==> src/rtl/id_issue_ctrl.sv <==
// Decode-stage issue controller: 2-entry instruction buffer, immediate-format
// classification of the head entry, single-cycle load-use bubble and flush.
module id_issue_ctrl #(
  parameter int DEPTH = 2
) (
  input  logic        clk,
  input  logic        rst,
  input  logic        in_valid,
  output logic        in_ready,
  input  logic [31:0] in_inst,
  input  logic [31:0] in_pc,
  input  logic        flush,
  output logic        out_valid,
  input  logic        out_ready,
  output logic [31:0] out_inst,
  output logic [31:0] out_pc,
  output logic [2:0]  imm_type,
  output logic [24:0] imm_in,
  output logic        illegal,
  output logic [15:0] bubble_cnt
);
  localparam int PW = (DEPTH > 1) ? $clog2(DEPTH) : 1;
  localparam int CW = $clog2(DEPTH + 1);

  localparam logic [2:0] RTYPE = 3'd0, ITYPE = 3'd1, STYPE = 3'd2,
                         BTYPE = 3'd3, UTYPE = 3'd4, JTYPE = 3'd5;
  localparam logic [6:0] OP_OP   = 7'b0110011, OP_IMM  = 7'b0010011,
                         OP_LOAD = 7'b0000011, OP_JALR = 7'b1100111,
                         OP_ST   = 7'b0100011, OP_BR   = 7'b1100011,
                         OP_LUI  = 7'b0110111, OP_AUI  = 7'b0010111,
                         OP_JAL  = 7'b1101111;

  typedef enum logic {ISSUE, BUBBLE} state_t;
  typedef struct packed {
    logic [31:0] inst;
    logic [31:0] pc;
  } entry_t;

  entry_t        ent [DEPTH];
  logic [PW-1:0] rd_ptr, wr_ptr;
  logic [CW-1:0] count;
  state_t        state, state_nxt;
  entry_t        head;
  logic          push, pop, nxt_present, load_use;
  logic [31:0]   nxt_inst;

  function automatic logic [PW-1:0] inc(input logic [PW-1:0] p);
    return (p == PW'(DEPTH - 1)) ? '0 : p + 1'b1;
  endfunction

  function automatic logic [2:0] fmt_of(input logic [6:0] op);
    case (op)
      OP_IMM, OP_LOAD, OP_JALR: fmt_of = ITYPE;
      OP_ST:                    fmt_of = STYPE;
      OP_BR:                    fmt_of = BTYPE;
      OP_LUI, OP_AUI:           fmt_of = UTYPE;
      OP_JAL:                   fmt_of = JTYPE;
      default:                  fmt_of = RTYPE;
    endcase
  endfunction

  function automatic logic known_op(input logic [6:0] op);
    return op inside {OP_OP, OP_IMM, OP_LOAD, OP_JALR, OP_ST, OP_BR, OP_LUI, OP_AUI, OP_JAL};
  endfunction

  function automatic logic reads_reg(input logic [31:0] i, input logic [4:0] r);
    logic [2:0] f;
    logic       u1, u2;
    f  = fmt_of(i[6:0]);
    u1 = !(f inside {UTYPE, JTYPE});
    u2 = f inside {RTYPE, STYPE, BTYPE};
    return (u1 && i[19:15] == r) || (u2 && i[24:20] == r);
  endfunction

  assign head      = ent[rd_ptr];
  assign in_ready  = count < CW'(DEPTH);
  assign out_valid = (state == ISSUE) && (count != '0) && !flush;
  assign push      = in_valid && in_ready && !flush;
  assign pop       = out_valid && out_ready;
  assign out_inst  = head.inst;
  assign out_pc    = head.pc;
  assign imm_in    = head.inst[31:7];
  assign imm_type  = fmt_of(head.inst[6:0]);
  assign illegal   = (count != '0) && !known_op(head.inst[6:0]);

  // The hazard is resolved one edge early: when a load pops, look at the entry
  // that becomes head next so the only lost cycle is the BUBBLE cycle itself.
  always_comb begin
    nxt_present = 1'b0;
    nxt_inst    = in_inst;
    if (count > CW'(1)) begin
      nxt_present = 1'b1;
      nxt_inst    = ent[inc(rd_ptr)].inst;
    end else if (count == CW'(1)) begin
      nxt_present = push;
    end
  end

  assign load_use = pop && (head.inst[6:0] == OP_LOAD) && (head.inst[11:7] != 5'd0) &&
                    nxt_present && reads_reg(nxt_inst, head.inst[11:7]);

  always_comb begin
    state_nxt = state;
    case (state)
      ISSUE:   if (load_use) state_nxt = BUBBLE;
      BUBBLE:  state_nxt = ISSUE;
      default: state_nxt = ISSUE;
    endcase
    if (flush) state_nxt = ISSUE;
  end

  always_ff @(posedge clk) begin
    if (rst) begin
      state      <= ISSUE;
      rd_ptr     <= '0;
      wr_ptr     <= '0;
      count      <= '0;
      bubble_cnt <= '0;
      for (int k = 0; k < DEPTH; k++) ent[k] <= '0;
    end else begin
      state <= state_nxt;
      if (state == BUBBLE && bubble_cnt != 16'hFFFF) bubble_cnt <= bubble_cnt + 16'd1;
      if (flush) begin
        rd_ptr <= '0;
        wr_ptr <= '0;
        count  <= '0;
      end else begin
        if (push) begin
          ent[wr_ptr] <= '{inst: in_inst, pc: in_pc};
          wr_ptr      <= inc(wr_ptr);
        end
        if (pop) rd_ptr <= inc(rd_ptr);
        count <= count + CW'(push) - CW'(pop);
      end
    end
  end
endmodule

==> config.mk <==
export PLATFORM = sky130hd
export DESIGN_NAME = id_issue_ctrl
export DESIGN_NICKNAME = d
export VERILOG_FILES = /design/src/rtl/id_issue_ctrl.sv
export SDC_FILE = /design/constraint.sdc
export NUM_CORES = 1
export LEC_CHECK = 0
export BUFFER_PORTS_ARGS = -buffer_cell sky130_fd_sc_hd__buf_2
export CAP_MARGIN = 20
export CORE_UTILIZATION = 30
export DETAILED_ROUTE_END_ITERATION = 8
export GPL_TIMING_DRIVEN = 0
export PLACE_DENSITY = 0.6
export SYNTH_ARGS = -nofsm -noshare
export SYNTH_HDL_FRONTEND = slang
export SYNTH_SLANG_ARGS = --single-unit
==> constraint.sdc <==
create_clock -name clk -period 4.6 [get_ports clk]
set_input_delay 0.23 -clock clk [delete_from_list [all_inputs] [get_ports clk]]
set_output_delay 0.23 -clock clk [all_outputs]
set_load 0.02 [all_outputs]
==> results.toml, run 1 <==
[run_status]
status = "completed"

[placed_design]
dp.cells = 1084
gp_congestion = 0.746
io_buffers = 177
place_ws_ps = 2000
dp_hpwl_mm = 12.3

[worst_setup_path]
cp_max_fo = 10
worstSetupPathType = "flop to primary output"
worst_path_most_repeated_cell = "buf_2"
start_kind = "flop"
critPathSlowestCell = "mux2_2"
worstPathArrival_ps = 2380
slowest_delay_ps = 410
worstSetupEndpointType = "primary output"
crit_path_cell_trace = "buf_6 > buf_2 > buf_2 > mux2_2 > buf_4 > buf_2"
r2r-start = "count[1]"
worstPathRequired_ps = 4370

[clocking]
numCtsBuffers = 17
clk_path_buf_depth = 2
post_cts_buffers = 0
hold_buffers = 0
clock_latency_ps = 420
clk_pin_slew_ps = 70
h-tree-depth = 4
cts_root_buffer = "clkbuf_16"
cts_tree = "done"
clock_sinks = 150
ctsResizeCount = 0

[logic_synthesis]
yosys.area.top_type = "edfxtp_1"
synth_top_cell_area_share = 0.525
avgSynthCellArea_um2 = 12.5
synth_enable_flop_cells = 128
synth_cell_types = 44
async_flop_share = 0
synth_area_leaders = "edfxtp_1, and2_1, mux2_2, dfxtp_1, mux2i_1"
seq_area_frac_synth = 0.586
syn_inst = 585
synth_area_um2 = 7320
synth_ff_type = "edfxtp_1"
yosys-top-cells-count = "and2_1, edfxtp_1, mux2_2"
synth_warnings = 0
synth-seq-cells = 150
synth.net_count = 657

[die]
dieArea_um2 = 25000
num_rows = 56
initial_core_util = 0.309
io-pin-count = 180
die_y_um = 158
chipWidth_um = 158
coreArea_um2 = 23700

[sta]
max_freq_mhz = 383
hold_viol_final = 0
fin_worst_skew_ps = 9.92
tightest_slew_ps = 906
setup_viol_count_final = 0
fin_crit_ps = 2610
rsz0062_at_grt = "false"
period_share = 0.568
maxSlewViolCount = 0
whs_ps = 91.9
relSlewSlack = 0.393
finalWorstSetupSlack_ps = 1990

[routing]
avgRoutedWirePerCell_um = 15.4
dr.max_layer_used = "met5"
drt-met1-wl_mm = 7.57
dr_total_vias = 4857
wl_met2_mm = 8.54
drc_errors = 0
dr.pass1.iters = 4
wl_met3_um = 937
drt_wl_total_mm = 17.2
vias_per_cell = 4.34
dr.first_iter.drc_count = 266
ant_nets = 0

[global_route]
grt_pass1_vias = 4731
track_usage = 0.143
grt_pass1_wl_mm = 26.2
antenna_found_initial = 4
overflow = 0
grt_max_degree = 58

[power]
p_leak_nw = 3.85
powerDensity_nw_per_um2 = 354
peakVddDrop_mv = 0.206
total_power_mw = 3.28

[layout]
seqCellArea_um2 = 4280
nets = 857
syn2layout_area_growth_pct = 26.9
drive_gt1_frac = 0.400
instances_no_fill = 1118
multi_input_area_um2 = 2690
fillers = 2357

[job]
cap_violations = 0

[hold_path]
hold_start = "in_pc[25]"
hold_class = "primary input to flop"
## path summary, 6_finish.rpt
path,endpoint,slack [ps],depth (start not counted)
setup / recovery,out_inst[24],1990,6
hold / removal,ent[1][25],90,2
setup reg to reg,count[1],2320,12
hold reg to reg,bubble_cnt[15],550,2
## registers in the layout, summed over array words and instances, names as in the netlist, named ones only
signal and flops:
state 1, ent 128, rd_ptr 1, wr_ptr 1, count 2, bubble_cnt 16
## layout by cell type, fill, tap and decap left out, types with 2 or more instances in the layout
cell type,n
buf_2,184
clkbuf_1,17
nor4_1,2
and3_1,2
o21ai_0,3
or4_1,2
nor3b_1,2
nand4_1,3
nor3_1,13
xor2_1,12
clkinv_1,3
mux2i_1,21
inv_6,2
clkbuf_16,17
inv_1,7
a21oi_1,18
nand2_1,13
buf_4,27
edfxtp_1,128
clkinv_4,4
mux2_2,62
xnor2_1,16
nor2_1,43
a31oi_1,2
ha_1,3
clkinvlp_4,2
nand2b_1,3
dfxtp_1,22
buf_12,2
buf_6,3
nand3_1,10
and2_1,128
bufinv_16,2
## metal layers
| metal | vias up | global-route usage |
|---|---|---|
| met1 | 2286 | 0.177 |
| met4 | 6 | 0.0371 |
| met2 | 116 | 0.242 |
| li1 | 2429 | - |
| met3 | 20 | 0.0416 |
| met5 | - | 0 |
## power by group
| group | switching [mW] | total, mW | internal [mW] |
|---|---|---|---|
| sequential | 0.0180 | 1.56 | 1.54 |
| clock | 0.559 | 1.36 | 0.804 |
| combinational | 0.214 | 0.361 | 0.147 |
| total | 0.790 | 3.28 | 2.49 |
## cells by family (layout without fill, tap and decap cells)
| family | after synthesis | count (layout) | share of synthesized area |
|---|---|---|---|
| AND/OR/NAND/NOR | 230 | 230 | 0.177 |
| AO/OA/AOI/OAI | 30 | 30 | 0.0248 |
| flip-flops | 150 | 150 | 0.586 |
| adder cells (fa/ha/maj) | 3 | 3 | 0.00513 |
| multiplexers | 83 | 83 | 0.124 |
| XOR/XNOR | 28 | 28 | 0.0335 |
| buffers and inverters | 61 | 274 | 0.0499 |
| other | 0 | 1 | 0 |
## critical path, delay by kind of cell (launching register included)
kind     cells  cell delay [ps]
buf+inv      5             1150
flops        1              400
mux          1              410
## layout make-up
cell class,count,share of cell area
sequential,150,0.462
multi-input combinational,374,0.289
timing repair buffer,181,0.104
clock buffer,18,0.0462
tap,319,0.0430
buffer,53,0.0361
clock inverter,14,0.0163
inverter,8,0.00323
antenna,1,0.000270
## metrics by stage
stage | util | area, um2 | setup TNS (ps)
2_1_floorplan | - | 7320 | 0
3_3_place_gp | 0.363 | 8600 | -112210
3_5_place_dp | 0.367 | 8690 | 0
4_1_cts | 0.391 | 9270 | 0
5_1_grt | 0.392 | 9280 | 0
6_report | 0.392 | 9280 | 0
(Power assumes the default switching activity.)
==> run 2: changes to the inputs <==
Clock period 4.6 ns to 2.56 ns, I/O delays scaled along.
==> run 2 against run 1 <==
Clock power increased by 67%. Cell count grew 4.5%. Critical path depth is 2 higher. Sequential power increased by 79%. Routed wire length is 3.2% higher. Hold slack got worse by 72 ps. Sequential share of layout area down 2.3 points. Power is 77% higher. Worst setup slack worse by 1800 ps. Non-clock buffer count is 50 higher. Critical endpoint is now ent[0][44]. Largest power group unchanged. Highest routed layer is now met4.
==> results.toml, run 2 (synthesized netlist as in run 1, its figures left out) <==
[job]
cap_violations = 0

[worst_setup_path]
worstSetupPathType = "primary input to flop"
r2r-start = "count[1]"
rr_endpoint = "count[1]"
worstPathRequired_ps = 2680
worstSetupEndpointType = "flop"
start_kind = "primary input"
worstPathArrival_ps = 2450
cp_max_fo = 23
ff2ff_path_depth = 12
r2r_slack_ps = 340

[global_route]
track_usage = 0.149
grt_pass1_vias = 5029
antenna_found_initial = 1
grt_pass1_wl_mm = 27.2
grt_max_degree = 57
overflow = 0

[layout]
nets = 907
drive_gt1_frac = 0.374
final_cell_mix = "buf_2, and2_1, edfxtp_1, mux2_2, dlygate4sd3_1"
reg.largest.list = "ent (128), bubble_cnt (16), count (2)"
syn2layout_area_growth_pct = 33.7
largest_register = "ent"
largest_reg_flops = 128
fillers = 2317
final_cell_area_um2 = 9780
mostFrequentLayoutCell = "buf_2"

[die]
coreArea_um2 = 23700
dieArea_um2 = 25000
chipWidth_um = 158
num_rows = 56
die_y_um = 158
initial_core_util = 0.309
io-pin-count = 180

[clocking]
clock_sinks = 150
cts_root_buffer = "clkbuf_16"
post_cts_buffers = 0
numCtsBuffers = 17
clk_path_buf_depth = 2
cts_tree = "done"
h-tree-depth = 4
clock_latency_ps = 410
clk_pin_slew_ps = 60

[power]
p_leak_nw = 4.06
peakVddDrop_mv = 0.320
powerDensity_nw_per_um2 = 593

[sta]
whs_ps = 19.8
fin_crit_ps = 2330
period_share = 0.910
maxSlewViolCount = 0
fin_worst_skew_ps = 6.09
rsz0062_at_grt = "false"
tightest_slew_ps = 638
relSlewSlack = 0.574
setup_viol_count_final = 0
max_freq_mhz = 429
hold_viol_final = 0
tns_ps = 0

[hold_path]
hold_end = "ent[0][55]"
hold_class = "primary input to flop"
holdPathStages = 2
hold_start = "in_inst[23]"

[routing]
drc_errors = 0
vias_per_cell = 4.37
avgRoutedWirePerCell_um = 15.2
dr_total_vias = 5105
dr.first_iter.drc_count = 223
ant_nets = 0
dr.pass1.iters = 4
drt_wl_total_mm = 17.8

[placed_design]
dpl_cell_area_um2 = 8720
gp_congestion = 0.740
dp_hpwl_mm = 12.6
io_buffers = 177

[run_status]
status = "completed"
-- run 2: cell types whose count changed in the layout (fill, tap and decap cells not counted), sizes merged --
| cell | before | now |
|---|---|---|
| dlygate4sd3 | 0 | 51 |
| clkbuf | 34 | 35 |
| buf | 218 | 216 |
| clkinv | 8 | 11 |
| clkinvlp | 2 | 1 |
| bufinv | 2 | 0 |
-- run 2: metrics by stage --
step	power [mW]	utilization	cells	setup slack, ps
after floorplan	3.25	-	585	268
after global placement	3.49	0.364	1081	-259
after detailed placement	3.52	0.368	1085	159
after CTS	5.87	0.412	1168	18.9
after global routing	6.04	0.413	1167	28.3
final	5.80	0.413	1168	231
-- run 2: cell type report --
cell class | instances | area [um2] | area share
antenna | 1 | 2.50 | 0.000256
buffer | 52 | 335 | 0.0343
clock buffer | 18 | 429 | 0.0439
clock inverter | 14 | 103 | 0.0105
inverter | 8 | 30.0 | 0.00307
multi-input combinational | 374 | 2700 | 0.276
sequential | 150 | 4280 | 0.438
tap | 319 | 399 | 0.0408
timing repair buffer | 232 | 1500 | 0.153
-- run 2: how the worst max path moves through the flow --
stage | startpoint | endpoint | cells after the start
3_3_place_gp | count[1] | ent[0][11] | 3
6_report | flush | ent[0][44] | 8
4_1_cts | flop | out_inst[12] | 6
5_1_grt | flop | illegal | 7
2_1_floorplan | count[1] | count[1] | 12
3_5_place_dp | count[1] | ent[1][44] | 5
-- run 2: what timing repair did --
| action | CTS | global route |
|---|---|---|
| resized for setup | 1 | 3 |
| hold buffers | 51 | 0 |
| endpoints found under the hold margin | 99 | 0 |
| endpoints found under the setup margin | 6 | 60 |
-- run 2: power by group --
part | internal [mW] | total, mW | switching (mW)
clock | 1.25 | 2.27 | 1.03
combinational | 0.323 | 0.723 | 0.399
sequential | 2.77 | 2.80 | 0.0336
total | 4.34 | 5.80 | 1.46
-- run 2: worst max-delay path, cell delays in order --
cell,delay [ps]
dlygate4sd3_1,550
buf_2,180
nor2_1,170
nand2_1,270
o21bai_4,540
buf_16,230
buf_12,200
buf_16,180
-- run 2: metal layers --
| metal | track usage | routed length (um) | vias up |
|---|---|---|---|
| li1 | - | - | 2529 |
| met1 | 0.177 | 7780 | 2430 |
| met2 | 0.262 | 8990 | 134 |
| met3 | 0.0372 | 823 | 12 |
| met4 | 0.0462 | 199 | 0 |
| met5 | 0 | 0 | - |
==> run 3: changes to the inputs <==
Settings changed: ABC_AREA from default to 1.
==> run 3 against run 2 <==
The run now ends with DRC left. Die area up 4.4%. Largest power group unchanged. Synthesized cell count up 41%. Cell count up 18%. Design area down 0.31%. Register-to-register slack worse by 100 ps. Flip-flop and latch count unchanged. Core utilization down 2.5 points. First-iteration DRC count up 67%. Global-route usage up 0.74 points. Synthesized area up 4.4%. Fmax down 3.9%. Sequential power about the same.
==> results.toml, run 3 <==
[clocking]
clk_pin_slew_ps = 70
cts_root_buffer = "clkbuf_16"
numCtsBuffers = 17
clock_sinks = 150
clock_latency_ps = 430
clk_path_buf_depth = 2
h-tree-depth = 4
post_cts_buffers = 0
cts_tree = "done"

[worst_setup_path]
worstSetupPathType = "flop to primary output"
worstSetupEndpointType = "primary output"
cp_max_fo = 10
worstPathArrival_ps = 2290
start_kind = "flop"
worstPathRequired_ps = 2430

[logic_synthesis]
synth-seq-cells = 150
synth_warnings = 0
yosysMostFrequentCell = "nor2_1"
async_flop_share = 0
synth_mux_area_frac = 0.0693
syn_inst = 825
seq_area_frac_synth = 0.561
synth_xor_area_frac = 0.0103
synth_top_family_by_area = "simple AND/OR/NAND/NOR gates"
synthAdderAreaFrac = 0.00491
synthSimpleGateAreaFrac = 0.203
yosys.area.top_type = "edfxtp_1"
synth_ff_type = "edfxtp_1"
avgSynthCellArea_um2 = 9.26
synth.net_count = 897
synth_area_um2 = 7640
synth_compound_area_frac = 0.0472
synth_top_cell_area_share = 0.503
yosys-top-cells-count = "nor2_1, nand2_1, edfxtp_1"
synth_cell_types = 31
synth_enable_flop_cells = 128
synth_area_leaders = "edfxtp_1, nor2_1, nand2_1, mux2_2, dfxtp_1"

[die]
num_rows = 58
die_y_um = 162
coreArea_um2 = 25100
initial_core_util = 0.304
io-pin-count = 180
dieArea_um2 = 26100
chipWidth_um = 162

[global_route]
antenna_found_initial = 4
grt_pass1_vias = 5795
grt_max_degree = 45
track_usage = 0.156
overflow = 0
grt_pass1_wl_mm = 30.8

[placed_design]
io_buffers = 179
gp_congestion = 0.892
dpl_cell_area_um2 = 9020
place_ws_ps = -7.46
dp_hpwl_mm = 14.4

[layout]
final_cell_mix = "buf_2, nor2_1, nand2_1, edfxtp_1, inv_1"
largest_register = "ent"
largest_reg_flops = 128
drive_gt1_frac = 0.320
final_cell_area_um2 = 9750
syn2layout_area_growth_pct = 27.6
reg.largest.list = "ent (128), bubble_cnt (16), count (2)"
nets = 1110
mostFrequentLayoutCell = "buf_2"

[power]
peakVddDrop_mv = 0.406
p_leak_nw = 4.41
powerDensity_nw_per_um2 = 610

[sta]
tightest_slew_ps = 586
fin_worst_skew_ps = 11.5
setup_viol_count_final = 0
period_share = 0.946
rsz0062_at_grt = "false"
fin_crit_ps = 2420
max_freq_mhz = 413
whs_ps = 14.4
maxSlewViolCount = 0
finalWorstSetupSlack_ps = 138
relSlewSlack = 0.609
hold_viol_final = 0

[routing]
drt_wl_total_mm = 19.9
dr.pass1.iters = 7
dr_total_vias = 6113
drc_errors = 3
dr.first_iter.drc_count = 372
ant_nets = 0
vias_per_cell = 4.42
avgRoutedWirePerCell_um = 14.4

[hold_path]
hold_class = "primary input to flop"

[run_status]
violations = "DRC"
status = "complete, but fails checks"

[job]
cap_violations = 0
==> run 3: cell count changes in the layout (fill, tap and decap cells not counted), sizes merged, moves of 6 or more <==
cell,before,now
clkbuf,35,24
nand3,11,40
nand2,13,147
dlygate4sd3,51,13
xor2,12,4
o21ai,3,33
nor2,43,172
xnor2,16,5
buf,216,233
clkinv,11,5
mux2i,21,0
mux2,62,47
inv,10,124
and2,128,0
==> run 3: timing repair <==
action,4_1_cts,5_1_grt
hold buffers,13,0
setup endpoints to repair,0,44
endpoints found under the hold margin,19,0
resized for setup,0,3
==> run 3: cells by family (layout without fill, tap and decap cells) <==
logic type / after synthesis / after routing
simple gates: 381 / 381
buf+inv: 175 / 401
flops: 150 / 150
compound gates: 60 / 60
mux: 47 / 47
xor+xnor: 9 / 9
fa+ha+maj: 3 / 3
other cells: 0 / 3
==> run 3: worst paths after layout <==
path | start | end | slack (ps) | cells past startpoint
max | flop | out_inst[17] | 140 | 6
max reg2reg | count[1] | ent[0][47] | 240 | 7
min reg2reg | wr_ptr | wr_ptr | 480 | 2
min | in_pc[9] | ent[1][9] | 10 | 3
==> run 3: where the power goes <==
group	switching (mW)	internal [mW]	total [mW]
sequential	0.0314	2.76	2.79
combinational	0.432	0.260	0.692
clock	1.16	1.31	2.46
total	1.62	4.33	5.95
==> run 3: critical path: stages (launching register included) <==
cell and delay (ps):
dfxtp_1 410, buf_4 240, buf_2 280, buf_4 260, mux2_2 400, buf_4 140
buf_2 150
==> run 3: stage by stage <==
step / instances / TNS (ps) / total power [mW] / util
floorplan: 825 / 0 / 3.27 / -
global placement: 1334 / -49700 / 3.51 / 0.357
detailed placement: 1336 / -137 / 3.53 / 0.359
CTS: 1381 / 0 / 6.00 / 0.388
global route: 1384 / 0 / 6.17 / 0.388
finish: 1384 / 0 / 5.95 / 0.388
==> run 3: final cells by class <==
type / instances / area [um2]
Fill cell: 2563 / 15400
Sequential cell: 150 / 4280
Multi-Input combinational cell: 500 / 2580
Timing Repair Buffer: 194 / 1080
Inverter: 116 / 435
Clock buffer: 17 / 425
Tap cell: 330 / 413
Buffer: 59 / 367
Clock inverter: 15 / 158
Antenna cell: 3 / 7.51
==> run 3: metal layers <==
metal  vias up  GRT usage  share of wire
met1      2832      0.198           0.44
li1       3081          -              -
met4         2     0.0493          0.019
met5         -          0        0.00065
met3        24     0.0378          0.051
met2       174      0.262           0.49
